### src/rtl/ef_uart_tx_arbiter.sv
// rtl/ef_uart_tx_arbiter.sv - packet-locked round-robin arbiter for the EF_UART TX FIFO write port
// Optional stalled-grant timeout: define EF_UART_ARB_TIMEOUT_EN.
module ef_uart_tx_arbiter #(
  parameter int N_REQ   = 4,
  parameter int DW      = 9,
  parameter int TIMEOUT = 255
) (
  input  logic                     clk,
  input  logic                     rst_n,
  input  logic [N_REQ-1:0]         req_valid,
  input  logic [N_REQ*DW-1:0]      req_data,
  input  logic [N_REQ-1:0]         req_last,
  output logic [N_REQ-1:0]         req_ready,
  input  logic                     uart_en,
  input  logic                     tx_fifo_full,
  output logic                     tx_fifo_wr,
  output logic [DW-1:0]            tx_fifo_wdata,
  output logic [$clog2(N_REQ)-1:0] grant_id,
  output logic                     busy,
  output logic                     timeout_err,
  input  logic                     timeout_clr
);

  localparam int GW = $clog2(N_REQ);

  typedef enum logic {S_IDLE, S_XFER} state_t;

  state_t        state_q, state_d;
  logic [GW-1:0] grant_q, grant_d;
  logic [GW-1:0] last_grant_q, last_grant_d;
  logic          busy_q, busy_d;
  logic [GW-1:0] pick;
  logic          sel_valid, sel_last, can_move, beat_acc;
  logic [DW-1:0] sel_data;

`ifdef EF_UART_ARB_TIMEOUT_EN
  logic [15:0] cnt_q, cnt_d, cnt_inc;
  logic        err_q, err_d;
  assign cnt_inc = cnt_q + 16'd1;
`endif

  // Round-robin pick: lowest valid index above last_grant, else lowest valid index overall
  always_comb begin
    logic [GW-1:0] pick_hi, pick_lo;
    logic          found_hi;
    pick_hi  = '0;
    pick_lo  = '0;
    found_hi = 1'b0;
    for (int i = N_REQ - 1; i >= 0; i--) begin
      if (req_valid[i]) begin
        pick_lo = GW'(i);
        if (GW'(i) > last_grant_q) begin
          pick_hi  = GW'(i);
          found_hi = 1'b1;
        end
      end
    end
    pick = found_hi ? pick_hi : pick_lo;
  end

  // Route the granted requester's beat onto the FIFO side
  always_comb begin
    sel_valid = 1'b0;
    sel_last  = 1'b0;
    sel_data  = '0;
    for (int i = 0; i < N_REQ; i++) begin
      if (grant_q == GW'(i)) begin
        sel_valid = req_valid[i];
        sel_last  = req_last[i];
        sel_data  = req_data[i*DW +: DW];
      end
    end
  end

  assign can_move = (state_q == S_XFER) && uart_en && !tx_fifo_full;
  assign beat_acc = can_move && sel_valid;

  // Only the locked requester ever sees ready, and only while the FIFO can take a beat
  always_comb begin
    req_ready = '0;
    for (int i = 0; i < N_REQ; i++) begin
      if (can_move && (grant_q == GW'(i))) req_ready[i] = 1'b1;
    end
  end

  assign tx_fifo_wr    = beat_acc;
  assign tx_fifo_wdata = sel_data;
  assign grant_id      = grant_q;
  assign busy          = busy_q;

  // Next-state: lock on a packet in IDLE, release on the accepted last beat (or stall timeout)
  always_comb begin
    state_d      = state_q;
    grant_d      = grant_q;
    last_grant_d = last_grant_q;
    busy_d       = busy_q;
`ifdef EF_UART_ARB_TIMEOUT_EN
    cnt_d = cnt_q;
    err_d = err_q & ~timeout_clr;
`endif
    case (state_q)
      S_IDLE: begin
        if (uart_en && (|req_valid)) begin
          state_d      = S_XFER;
          grant_d      = pick;
          last_grant_d = pick;
          busy_d       = 1'b1;
`ifdef EF_UART_ARB_TIMEOUT_EN
          cnt_d = '0;
`endif
        end
      end
      S_XFER: begin
        if (beat_acc && sel_last) begin
          state_d = S_IDLE;
          busy_d  = 1'b0;
        end
`ifdef EF_UART_ARB_TIMEOUT_EN
        // Only an absent beat counts as idle; back-pressure with a beat pending does not
        if (beat_acc) begin
          cnt_d = '0;
        end else if (!sel_valid) begin
          if (cnt_inc == 16'(TIMEOUT)) begin
            state_d = S_IDLE;
            busy_d  = 1'b0;
            err_d   = 1'b1;
            cnt_d   = '0;
          end else begin
            cnt_d = cnt_inc;
          end
        end
`endif
      end
      default: state_d = S_IDLE;
    endcase
  end

  // State registers; last_grant resets to N_REQ-1 so requester 0 wins first
  always_ff @(posedge clk) begin
    if (!rst_n) begin
      state_q      <= S_IDLE;
      grant_q      <= '0;
      last_grant_q <= GW'(N_REQ - 1);
      busy_q       <= 1'b0;
`ifdef EF_UART_ARB_TIMEOUT_EN
      cnt_q        <= '0;
      err_q        <= 1'b0;
`endif
    end else begin
      state_q      <= state_d;
      grant_q      <= grant_d;
      last_grant_q <= last_grant_d;
      busy_q       <= busy_d;
`ifdef EF_UART_ARB_TIMEOUT_EN
      cnt_q        <= cnt_d;
      err_q        <= err_d;
`endif
    end
  end

`ifdef EF_UART_ARB_TIMEOUT_EN
  assign timeout_err = err_q;
`else
  logic unused_timeout;
  assign unused_timeout = timeout_clr & (TIMEOUT != 0);
  assign timeout_err    = 1'b0;
`endif

  // A held-off requester must present the same beat until it is taken
  for (genvar i = 0; i < N_REQ; i++) begin : g_hold_chk
    a_hold_stable: assert property (@(posedge clk) disable iff (!rst_n)
      (req_valid[i] && !req_ready[i]) |=> (req_valid[i] && $stable(req_data[i*DW +: DW])));
  end

endmodule

### config.mk
export PLATFORM = sky130hd
export DESIGN_NAME = ef_uart_tx_arbiter
export DESIGN_NICKNAME = d
export VERILOG_FILES = /design/src/rtl/ef_uart_tx_arbiter.sv
export SDC_FILE = /design/constraint.sdc
export NUM_CORES = 1
export LEC_CHECK = 0
export CAP_MARGIN = 25
export CORE_MARGIN = 3
export CORE_UTILIZATION = 29
export DETAILED_ROUTE_END_ITERATION = 8
export PLACE_DENSITY = 0.79
export SYNTH_ARGS = -nofsm -noshare
export SYNTH_HDL_FRONTEND = slang
export SYNTH_SLANG_ARGS = --single-unit
### constraint.sdc
create_clock -name clk -period 1.64 [get_ports clk]
set_input_delay 0.246 -clock clk [delete_from_list [all_inputs] [get_ports clk]]
set_output_delay 0.246 -clock clk [all_outputs]
set_load 0.02 [all_outputs]
* After elaboration in Yosys (flattened, before gate mapping)
Cells that the tools add are included.
W data, S select, Z words.
** Word-level totals
- Register bits after elaboration :: 6
- Output and inout bits :: 18
- Logic and storage cells :: 71
** Operators by class
- Order comparisons :: 4
- Eq/ne operators :: 5
- Multiplexer cells :: 43
- Bitwise operators :: 1
- Reduce and logical (&&, ||, !) cells :: 14
** Operators by type and width (count)
- $mux W9 :: 4
- $mux W2 :: 13
- $mux W1 :: 24
- $logic_and A1 B1 Y1 :: 9
- $eq A2 B2 Y1 const B :: 2
- $gt A1 B2 Y1 const A :: 2
- $gt A2 B2 Y1 const A :: 2
- $pmux W1 S2 :: 2
- $reduce_and A2 Y1 :: 2
- $reduce_or A4 Y1 :: 1
- $eq A2 B1 Y1 const B :: 1
- $logic_not A2 Y1 :: 1
- $ne A2 B1 Y1 const B :: 1
- $ne A2 B2 Y1 const B :: 1
- $logic_not A1 Y1 :: 1
- $not A1 Y1 :: 1

* Longest topological paths before layout
Gate-level depths: netlist (run 1).
- Depth in word-level cells :: 10
- Depth in mapped cells :: 5

* Worst setup path after synthesis (run 1)
Ideal clock, no wire load.
- Path type :: register to output
- From :: reg grant_q[0] (netlist: grant_id[0])
- To :: out tx_fifo_wdata[4]
- Data arrival time :: 1.419 ns
- Setup slack :: -0.025 ns
- Cell stages (with the launch flop) :: 4
- Cell sequence :: dfxtp_1 buf_6 buf_2 mux4_2
** Between the ends
- Longest elaborated chain between the ends :: 5
- Elaborated cells on any way between the ends :: 8
** RTL lines
- start: declaration :: RTL line 29 : logic [GW-1:0] grant_q, grant_d;
- start signal: assignment :: RTL line 151 : grant_q <= grant_d;
- $logic_not A2 Y1 :: RTL line 67 : if (grant_q == GW'(i)) begin
- $mux W9 (3 in a row) :: RTL line 67
- $mux W9 (*) :: RTL line 67
- end: declaration :: RTL line 17 : output logic [DW-1:0] tx_fifo_wdata,
Every way passes the cells marked *; elsewhere a longest branch is shown, timed or not.

* Worst setup path in the final report (run 1)
Ends and elaborated chain as after synthesis.

==> out/qor.json, run 1 <==
{
  "period_needed_ns": 1.67,
  "ff2ff_setup_slack_ns": 0.17,
  "chipHeight_um": 53.5,
  "max_cap_viol_count": 0,
  "cts_root_buffer": "sky130_fd_sc_hd__clkbuf_4",
  "hp-class": "in2reg",
  "first_global_vias": 869,
  "vias_per_cell": 5.21,
  "slowest_delay_ns": 0.51,
  "holdWs_ns": 0.511,
  "clockBufferDepth": 2,
  "async_flop_share": 0,
  "critPathMaxFanout": 6,
  "synth.lib_cells_used.distinct": 29,
  "die_area_mm2": 0.00286,
  "areaGrowthSynthToFinish_pct": 123,
  "clk_transition_reported_paths_ns": 0.05,
  "finalInstanceArea_mm2": 0.00146,
  "synth_enable_flop_cells": 0,
  "synth_ff_type": "sky130_fd_sc_hd__dfxtp_1",
  "route.detailed.drc": 0,
  "insertedDiodeCount": 0,
  "routed-via-count": 880,
  "total_power_uw": 746,
  "clk-insertion-delay-late_ns": 0.25,
  "synth_top_cell_area_share": 0.201,
  "finalHoldViolCount": 0,
  "post-route-util": 0.713,
  "ys_warn_count": 0,
  "postSynthCellCount": 64,
  "rsz0062_at_grt": "yes",
  "ys_seq_elements": 6,
  "achievable-frequency_mhz": 598,
  "setup_viol_count_final": 7,
  "antenna_left": 0,
  "layout.cells.most_common_list": "sky130_fd_sc_hd__clkdlybuf4s50_1, sky130_fd_sc_hd__buf_4, sky130_fd_sc_hd__mux4_2, sky130_fd_sc_hd__buf_6, sky130_fd_sc_hd__buf_2",
  "cp.arrival_ns": 1.43,
  "initial_utilization": 0.320,
  "timing.critical_path.to": "tx_fifo_wdata[4]",
  "crit_path_end_kind": "output pin",
  "critical_path.top_delay_family": "multiplexers",
  "syn-cell-area_um2": 653,
  "first_pass_iters": 4,
  "path_cells": "buf_12, mux4_2, buf_6",
  "multi_input_gate_area_um2": 485,
  "finish.net_count": 193,
  "grt_antenna_before_repair": 0,
  "placedInstanceArea_mm2": 0.00139,
  "synth_area_leaders": "sky130_fd_sc_hd__mux4_1, sky130_fd_sc_hd__dfxtp_1, sky130_fd_sc_hd__mux4_2",
  "route.detailed.wl_per_inst_um": 16.9,
  "pin_count": 67,
  "io_buffers": 64,
  "core-area_mm2": 0.00204,
  "critPathKind": "reg2out",
  "share_of_synthesized_area_occupied_by_flip_flops_and_latches": 0.184,
  "power.leakage_uw": 0.000602,
  "ff_latch_area_um2": 125,
  "filler_cell_count": 177,
  "pin_count_of_the_biggest_net_entering_global_routing": 8,
  "row_count": 16,
  "layout.cells.most_common": "sky130_fd_sc_hd__clkdlybuf4s50_1",
  "stages_on_the_worst_setup_path": 3,
  "gr-usage-all-layers": 0.208,
  "layout-drive-gt1-share": 0.359,
  "crit_start": "grant_id[0]",
  "timing.rr.end": "state_q",
  "drt-initial-drc-count": 14,
  "synth_largest_area_cell": "sky130_fd_sc_hd__mux4_1",
  "finalClockSkew_ns": 0.00885,
  "first_pass_grt_wire_length_um": 4240,
  "min-delay-start": "uart_en",
  "tritoncts_clock_tree": "yes",
  "timing.final.crit_share": 1.02,
  "worst_setup_path_start_kind": "flop",
  "failed_checks": "setup timing",
  "ff2ff_path_depth": 4,
  "chipWidth_um": 53.5,
  "cp_num_buf_inv": 2,
  "post_route_setup_slack_ns": -0.0317,
  "globalplace.congestion": 0.766,
  "slowest_stage": "sky130_fd_sc_hd__mux4_2",
  "wl_um": 2850,
  "cts_hold_buffers": 0,
  "cts_max_level": 1,
  "critical_path.reg2reg.startpoint": "grant_id[0]",
  "clock-sinks": 6,
  "power.ir.vdd_worst_v": 0.000432,
  "status": "complete, but fails checks",
  "post_synth.cell_area_avg_um2": 10.2,
  "dp_hpwl_um": 2260,
  "worst-endpoint-required_ns": 1.39,
  "syn_nets": 113,
  "cts_made_buffers": 3,
  "slew_viol_final": 0,
  "grt.overflow.total": 0,
  "power_density_mw_per_mm2": 513
}
-- state kept, by name, indices dropped and copies added (netlist names) --
| name | flops |
|---|---|
| busy | 1 |
| last_grant_q | 2 |
| state_q | 1 |
| grant_id | 2 |
-- worst min-delay path: stages --
cell and delay (ns):
sky130_fd_sc_hd__dlymetal6s2s_1 0.13, sky130_fd_sc_hd__buf_4 0.15, sky130_fd_sc_hd__o41ai_4 0.05, sky130_fd_sc_hd__buf_4 0.10, sky130_fd_sc_hd__a221oi_2 0.04
-- power by group --
| group | leakage, uW | total [uW] | switching [uW] | internal [uW] |
|---|---|---|---|---|
| registers | 0.0000508 | 173 | 13.8 | 160 |
| clock network | 0.0000138 | 141 | 57.9 | 83.1 |
| logic | 0.000538 | 432 | 162 | 270 |
-- area by class of cell --
type                    instances  area share
well taps                      27      0.0232
flip-flops and latches          6      0.0860
clock buffers                   3      0.0155
multi-input cells              49       0.334
inverters                       4      0.0103
repair buffers                 80       0.531
-- repair_timing --
action                     in CTS  in global routing
setup endpoints to repair      16                 14
buffers inserted                2                  2
gates resized for setup        77                 10
pin swaps                       1                  2
-- how the worst min path moves through the flow --
stage	to	slack, ns	depth (start not counted)
2_1_floorplan	last_grant_q[1]	0.32	1
3_3_place_gp	last_grant_q[0]	0.50	2
3_5_place_dp	last_grant_q[0]	0.51	2
4_1_cts	last_grant_q[0]	0.52	2
5_1_grt	state_q	0.54	5
6_report	state_q	0.51	5
-- stage by stage --
stage	setup TNS, ns	cells	setup WS, ns
after floorplan	0	64	0.0566
after global placement	-4.75	162	-0.406
after detailed placement	-4.89	162	-0.456
after CTS	-0.382	167	-0.0662
after global routing	-0.550	169	-0.0755
final	-0.134	169	-0.0317
-- kinds of logic after synthesis --
family	after synthesis	share of synthesized area
AND/OR/NAND/NOR	21	0.178
AO/OA/AOI/OAI	17	0.184
multiplexers	10	0.374
buffers and inverters	9	0.0747
flip-flops	6	0.184
other	1	0.00574
-- synthesized netlist by cell type, types with 3 or more instances --
cell type                  instances
sky130_fd_sc_hd__o21ai_0           5
sky130_fd_sc_hd__dfxtp_1           6
sky130_fd_sc_hd__a21oi_1           4
sky130_fd_sc_hd__nor2_1            4
sky130_fd_sc_hd__nand2b_1          3
sky130_fd_sc_hd__mux4_1            5
sky130_fd_sc_hd__buf_2             3
sky130_fd_sc_hd__inv_1             4
sky130_fd_sc_hd__mux4_2            5
sky130_fd_sc_hd__nor3_1            3
-- metal layers --
metal / track usage / share of wire
met4: 0.0638 / 0.012
met3: 0.0535 / 0.11
met2: 0.388 / 0.51
met1: 0.225 / 0.37
met5: 0 / 0
Power figures use the tool's default switching activity.
==> inputs of run 2 (changes only) <==
--- a/config.mk
+++ b/config.mk
@@ -10,6 +10,7 @@
 export CORE_UTILIZATION = 29
 export DETAILED_ROUTE_END_ITERATION = 8
 export PLACE_DENSITY = 0.79
+export SLEW_MARGIN = 20
 export SYNTH_ARGS = -nofsm -noshare
 export SYNTH_HDL_FRONTEND = slang
 export SYNTH_SLANG_ARGS = --single-unit
==> results of run 2 <==
Same layout as run 1: the final DEF is identical, and so are final timing and power.
==> inputs of run 3 (changes only) <==
--- a/config.mk
+++ b/config.mk
@@ -9,6 +9,7 @@
 export CORE_MARGIN = 3
 export CORE_UTILIZATION = 29
 export DETAILED_ROUTE_END_ITERATION = 8
+export MAX_ROUTING_LAYER = met4
 export PLACE_DENSITY = 0.79
 export SLEW_MARGIN = 20
 export SYNTH_ARGS = -nofsm -noshare
==> constraint.sdc (replaced) <==
create_clock -name clk -period 1.75 [get_ports clk]
set_input_delay 0.2625 -clock clk [delete_from_list [all_inputs] [get_ports clk]]
set_output_delay 0.2625 -clock clk [all_outputs]
set_load 0.02 [all_outputs]
==> run 3 against run 2 <==
  * The run now ends clean
  * Largest power group unchanged
  * Core utilization fell by 1.2 points
  * Global-route usage rose by 1.4 points
  * Critical endpoint is now tx_fifo_wr
  * First-iteration DRC count fell by 14%
==> out/qor.json, run 3 (synthesis gave the netlist of run 1 again) <==
{
  "hp-class": "reg2reg",
  "antenna_left": 0,
  "cts_root_buffer": "sky130_fd_sc_hd__clkbuf_4",
  "timing.final.crit_share": 0.979,
  "ff2ff_path_depth": 4,
  "final_cell_count_no_fill": 171,
  "place_inst": 165,
  "io_buffers": 64,
  "finalClockSkew_ns": 0.00511,
  "crit_path_end_kind": "output pin",
  "finalHoldViolCount": 0,
  "layout-drive-gt1-share": 0.347,
  "vias_per_cell": 5.04,
  "max_cap_viol_count": 0,
  "slowest_stage": "sky130_fd_sc_hd__dfxtp_4",
  "gr-usage-all-layers": 0.223,
  "achievable-frequency_mhz": 584,
  "finalInstanceArea_mm2": 0.00143,
  "pin_count": 67,
  "layout.cells.most_common_list": "sky130_fd_sc_hd__clkdlybuf4s50_1, sky130_fd_sc_hd__buf_4, sky130_fd_sc_hd__mux4_2, sky130_fd_sc_hd__buf_2, sky130_fd_sc_hd__dfxtp_1",
  "filler_cell_count": 176,
  "globalplace.congestion": 0.746,
  "critPathKind": "reg2out",
  "first_global_vias": 909,
  "total_power_uw": 677,
  "placedInstanceArea_mm2": 0.00142,
  "period_needed_ns": 1.71,
  "worst-endpoint-required_ns": 1.49,
  "dp_hpwl_um": 2230,
  "route.detailed.wl_per_inst_um": 16.9,
  "clock-sinks": 6,
  "row_count": 16,
  "route.detailed.drc": 0,
  "layout.cells.most_common": "sky130_fd_sc_hd__clkdlybuf4s50_1",
  "cts_max_level": 1,
  "pin_count_of_the_biggest_net_entering_global_routing": 10,
  "post_route_setup_slack_ns": 0.0370,
  "slowest_delay_ns": 0.36,
  "first_pass_iters": 4,
  "chipWidth_um": 53.5,
  "power_density_mw_per_mm2": 473,
  "first_pass_grt_wire_length_um": 4400,
  "clockBufferDepth": 2,
  "ff2ff_setup_slack_ns": 0.23,
  "status": "complete, no violations",
  "path_cells": "buf_16, buf_4, nor2b_2, o21ai_1, o21ai_1, buf_4",
  "ff_latch_area_um2": 124,
  "cp.arrival_ns": 1.45,
  "critical_path.top_delay_family": "buffers and inverters",
  "areaGrowthSynthToFinish_pct": 119,
  "chipHeight_um": 53.5,
  "drt-initial-drc-count": 12,
  "worst_setup_path_start_kind": "flop",
  "cp_num_buf_inv": 3,
  "critPathMaxFanout": 8,
  "routed-via-count": 861,
  "wl_um": 2890,
  "timing.critical_path.to": "tx_fifo_wr",
  "dp_slack_ns": -0.373,
  "grt_antenna_before_repair": 0,
  "timing.rr.end": "state_q",
  "cells_on_worst_hold_path": 2,
  "tritoncts_clock_tree": "yes",
  "power.ir.vdd_worst_v": 0.000430,
  "crit_start": "grant_id[0]",
  "initial_utilization": 0.320,
  "setup_viol_count_final": 0,
  "insertedDiodeCount": 0,
  "power.leakage_uw": 0.000619,
  "core-area_mm2": 0.00204,
  "slew_viol_final": 0,
  "stages_on_the_worst_setup_path": 6,
  "finish.net_count": 195,
  "grt.overflow.total": 0,
  "cts_made_buffers": 3,
  "critical_path.reg2reg.startpoint": "grant_id[0]",
  "clk_transition_reported_paths_ns": 0.04,
  "clk-insertion-delay-late_ns": 0.24,
  "die_area_mm2": 0.00286,
  "multi_input_gate_area_um2": 469
}
## run 3: per-stage QoR
step,TNS (ns),utilization,hold slack (ns)
4_1_cts,-0.000838,0.703,0.505
2_1_floorplan,0,-,0.334
3_3_place_gp,-3.14,0.695,0.499
6_report,0,0.701,0.501
5_1_grt,-0.0554,0.701,0.537
3_5_place_dp,-3.45,0.695,0.501
## run 3: metal layers
layer | share of wire | vias to the layer above | GRT usage
li1 | - | 411 | -
met1 | 0.36 | 399 | 0.229
met2 | 0.50 | 43 | 0.390
met3 | 0.11 | 8 | 0.0507
met4 | 0.030 | 0 | 0.119
met5 | 0 | - | -
## run 3: how the worst min path moves through the flow
stage / slack, ns / to / startpoint
detailed placement: 0.50 / last_grant_q[0] / last_grant_q[0]
floorplan: 0.33 / last_grant_q[1] / rst_n
finish: 0.50 / last_grant_q[0] / last_grant_q[0]
global placement: 0.50 / last_grant_q[0] / last_grant_q[0]
CTS: 0.51 / last_grant_q[0] / last_grant_q[0]
global route: 0.54 / last_grant_q[0] / last_grant_q[0]
## run 3: power breakdown
part,switching (uW),internal [uW],total (uW)
combinational,148,242,390
clock,48.6,77.5,126
sequential,12.4,149,162
total,209,469,677
## run 3: what timing repair did
item,CTS,global route
pin swaps,0,1
gates cloned,1,0
resized for setup,55,19
hold buffers,0,0
buffers inserted,1,1
setup endpoints to repair,14,11
## run 3: worst register-to-register path: stages (launching register included)
cell	delay [ns]
sky130_fd_sc_hd__dfxtp_4	0.38
sky130_fd_sc_hd__buf_16	0.13
sky130_fd_sc_hd__buf_4	0.12
sky130_fd_sc_hd__mux4_2	0.52
sky130_fd_sc_hd__a221oi_2	0.29
## run 3: layout make-up
cell class / count / area share
timing repair buffer: 82 / 0.536
clock buffer: 3 / 0.0157
inverter: 4 / 0.0105
multi-input combinational: 49 / 0.328
sequential: 6 / 0.0865
tap: 27 / 0.0236
==> patch, RTL diff (config.mk and constraints of run 1) <==
The parameter `N_REQ` goes from 4 to 2.
--- a/src/rtl/ef_uart_tx_arbiter.sv
+++ b/src/rtl/ef_uart_tx_arbiter.sv
@@ -1,7 +1,7 @@
 // rtl/ef_uart_tx_arbiter.sv - packet-locked round-robin arbiter for the EF_UART TX FIFO write port
 // Optional stalled-grant timeout: define EF_UART_ARB_TIMEOUT_EN.
 module ef_uart_tx_arbiter #(
-  parameter int N_REQ   = 4,
+  parameter int N_REQ   = 2,
   parameter int DW      = 9,
   parameter int TIMEOUT = 255
 ) (
Interface: changed (5 resized); port bits go from 67 to 42. The function was not compared with the original's and may differ.
==> patch against run 1 <==
Global-route usage down 5.1 points; sequential cell count down 2; design area down 48%; worst setup slack better by 130 ps; total power down 45%; wire length down 57%; synthesized area down 48%; cell count down 44%; critical path type is now in -> out.
==> patch: results (changes against run 1) <==
stage,metric,value,unit,change
synth,syn_avg_cell_area,9.02,um^2,was 10.2 um^2
placed_design,io_buffers,39,,was 64
clock_tree,post_cts_buffers,0,,was 2
global_routing,grt_pass1_vias,377,,was 869
detailed_routing,wl_per_cell,13.1,um,was 16.9 um
detailed_routing,viasPerCell,4.65,,was 5.21
placed_design,placed_cells,91,,was 162
worst_setup_path,max_stage_delay,390,ps,was 510 ps
synth,syn-num-nets,65,,was 113
layout,nets,110,,was 193
timing,clock_skew,4.57,ps,was 8.85 ps
min_path,hp-start,busy,,was uart_en
worst_setup_path,arrival,1300,ps,was 1430 ps
worst_setup_path,critical-path-top-delay-family,buffers and inverters,,was multiplexers
min_path,min_path_type,reg -> reg,,was in -> reg
synth,yosys_warnings,0,,unchanged
global_routing,track_usage,15.8,%,was 20.8%
placed_design,place_congestion,0.693,,was 0.766
global_routing,grt_max_degree,16,,was 8
worst_setup_path,r2r-start,grant_id,,was grant_id[0]
min_path,hold_depth,1,,was 5
min_path,min_to,busy,,was state_q
detailed_routing,dr.first_iter.drc_count,6,,was 14
synth,ys_top_cells_by_count,"9 x mux2_2, 4 x dfxtp_1, 3 x nand2_1, 3 x nor2_1",,"was 6 x dfxtp_1, 5 x mux4_1, 5 x mux4_2, 5 x o21ai_0"
placed_design,hpwlAfterDp,1010,um,was 2260 um
layout,fin_cells,94,,was 169
pwr,max-vdd-ir-drop,0.463,mV,was 0.432 mV
worst_setup_path,reg2reg_setup_slack,200,ps,was 170 ps
synth,synth_seq_area_share,23.4,%,was 18.4%
worst_setup_path,crit_path_max_fanout,4,,was 6
synth,synth_ff_type,dfxtp_1,,unchanged
clock_tree,htreeDepth,1,,unchanged
placed_design,pre_cts_slack,-209,ps,was -456 ps
synth,synth_cell_type_count,18,,was 29
global_routing,grt_pass1_wl,1640,um,was 4240 um
layout,layout-drive-gt1-share,33.3,%,was 35.9%
pwr,p_leak,0.357,nW,was 0.602 nW
status,status,"complete, no violations",,was finished with violations
patch: changes by cell type in the layout (fill, tap and decap cells not counted), sizes merged, moves of 5 or more:
cell | run 1 | this run
mux4 | 10 | 0
buf | 29 | 4
mux2 | 0 | 9
clkbuf | 3 | 12
clkdlybuf4s50 | 48 | 26
o21ai | 6 | 1
patch: how the worst max path moves through the flow:
stage                 start               end  slack, ps  depth (start not counted)
6_report       tx_fifo_full      req_ready[1]        100                          4
5_1_grt            grant_id        tx_fifo_wr         20                          4
4_1_cts            grant_id  tx_fifo_wdata[0]          2                          3
3_5_place_dp   tx_fifo_full        tx_fifo_wr       -210                          4
3_3_place_gp   tx_fifo_full        tx_fifo_wr       -190                          4
2_1_floorplan      grant_id  tx_fifo_wdata[0]        200                          3
patch: report_power, final:
| part | internal, W | total [W] | leakage (nW) | switching, W |
|---|---|---|---|---|
| Clock | 0.0000818 | 0.000122 | 0.0138 | 0.0000401 |
| Sequential | 0.000105 | 0.000110 | 0.0331 | 0.00000524 |
| Combinational | 0.000109 | 0.000181 | 0.311 | 0.0000725 |
patch: layout make-up:
class	instances	area, um^2
inverters	2	7.51
multi-input cells	29	248
well taps	13	16.3
fillers	81	256
clock buffers	3	22.5
repair buffers	43	388
flip-flops and latches	4	80.1
patch: logic make-up after synthesis:
family	Yosys count	share of synthesized area, %
and+or+nand+nor	11	18.2
other	1	1.09
DFF	4	23.4
muxes	11	35.4
AOI/OAI and AO/OA	6	13.9
buffers and inverters	5	8.03
patch: timing repair:
| action | in CTS | in global routing |
|---|---|---|
| endpoints found under the setup margin | 12 | 10 |
| hold buffers | 0 | 0 |
| gates cloned | 0 | 0 |
| gates resized for setup | 15 | 19 |
patch: metal layers:
layer	GRT usage [%]	routed length (um)	share of wire (%)	up-vias
met5	0	0	0	-
met4	12.3	22	1.8	0
met3	4.44	111	9.0	3
met2	24.3	600	49	22
met1	17.9	496	40	188
li1	-	-	-	224
patch: per-stage QoR:
| stage | TNS, ps | hold slack (ps) | area (um^2) |
|---|---|---|---|
| 5_1_grt | 0 | 506 | 762 |
| 3_3_place_gp | -932 | 485 | 772 |
| 2_1_floorplan | 0 | 335 | 343 |
| 4_1_cts | 0 | 492 | 783 |
| 6_report | 0 | 500 | 762 |
| 3_5_place_dp | -1100 | 482 | 772 |
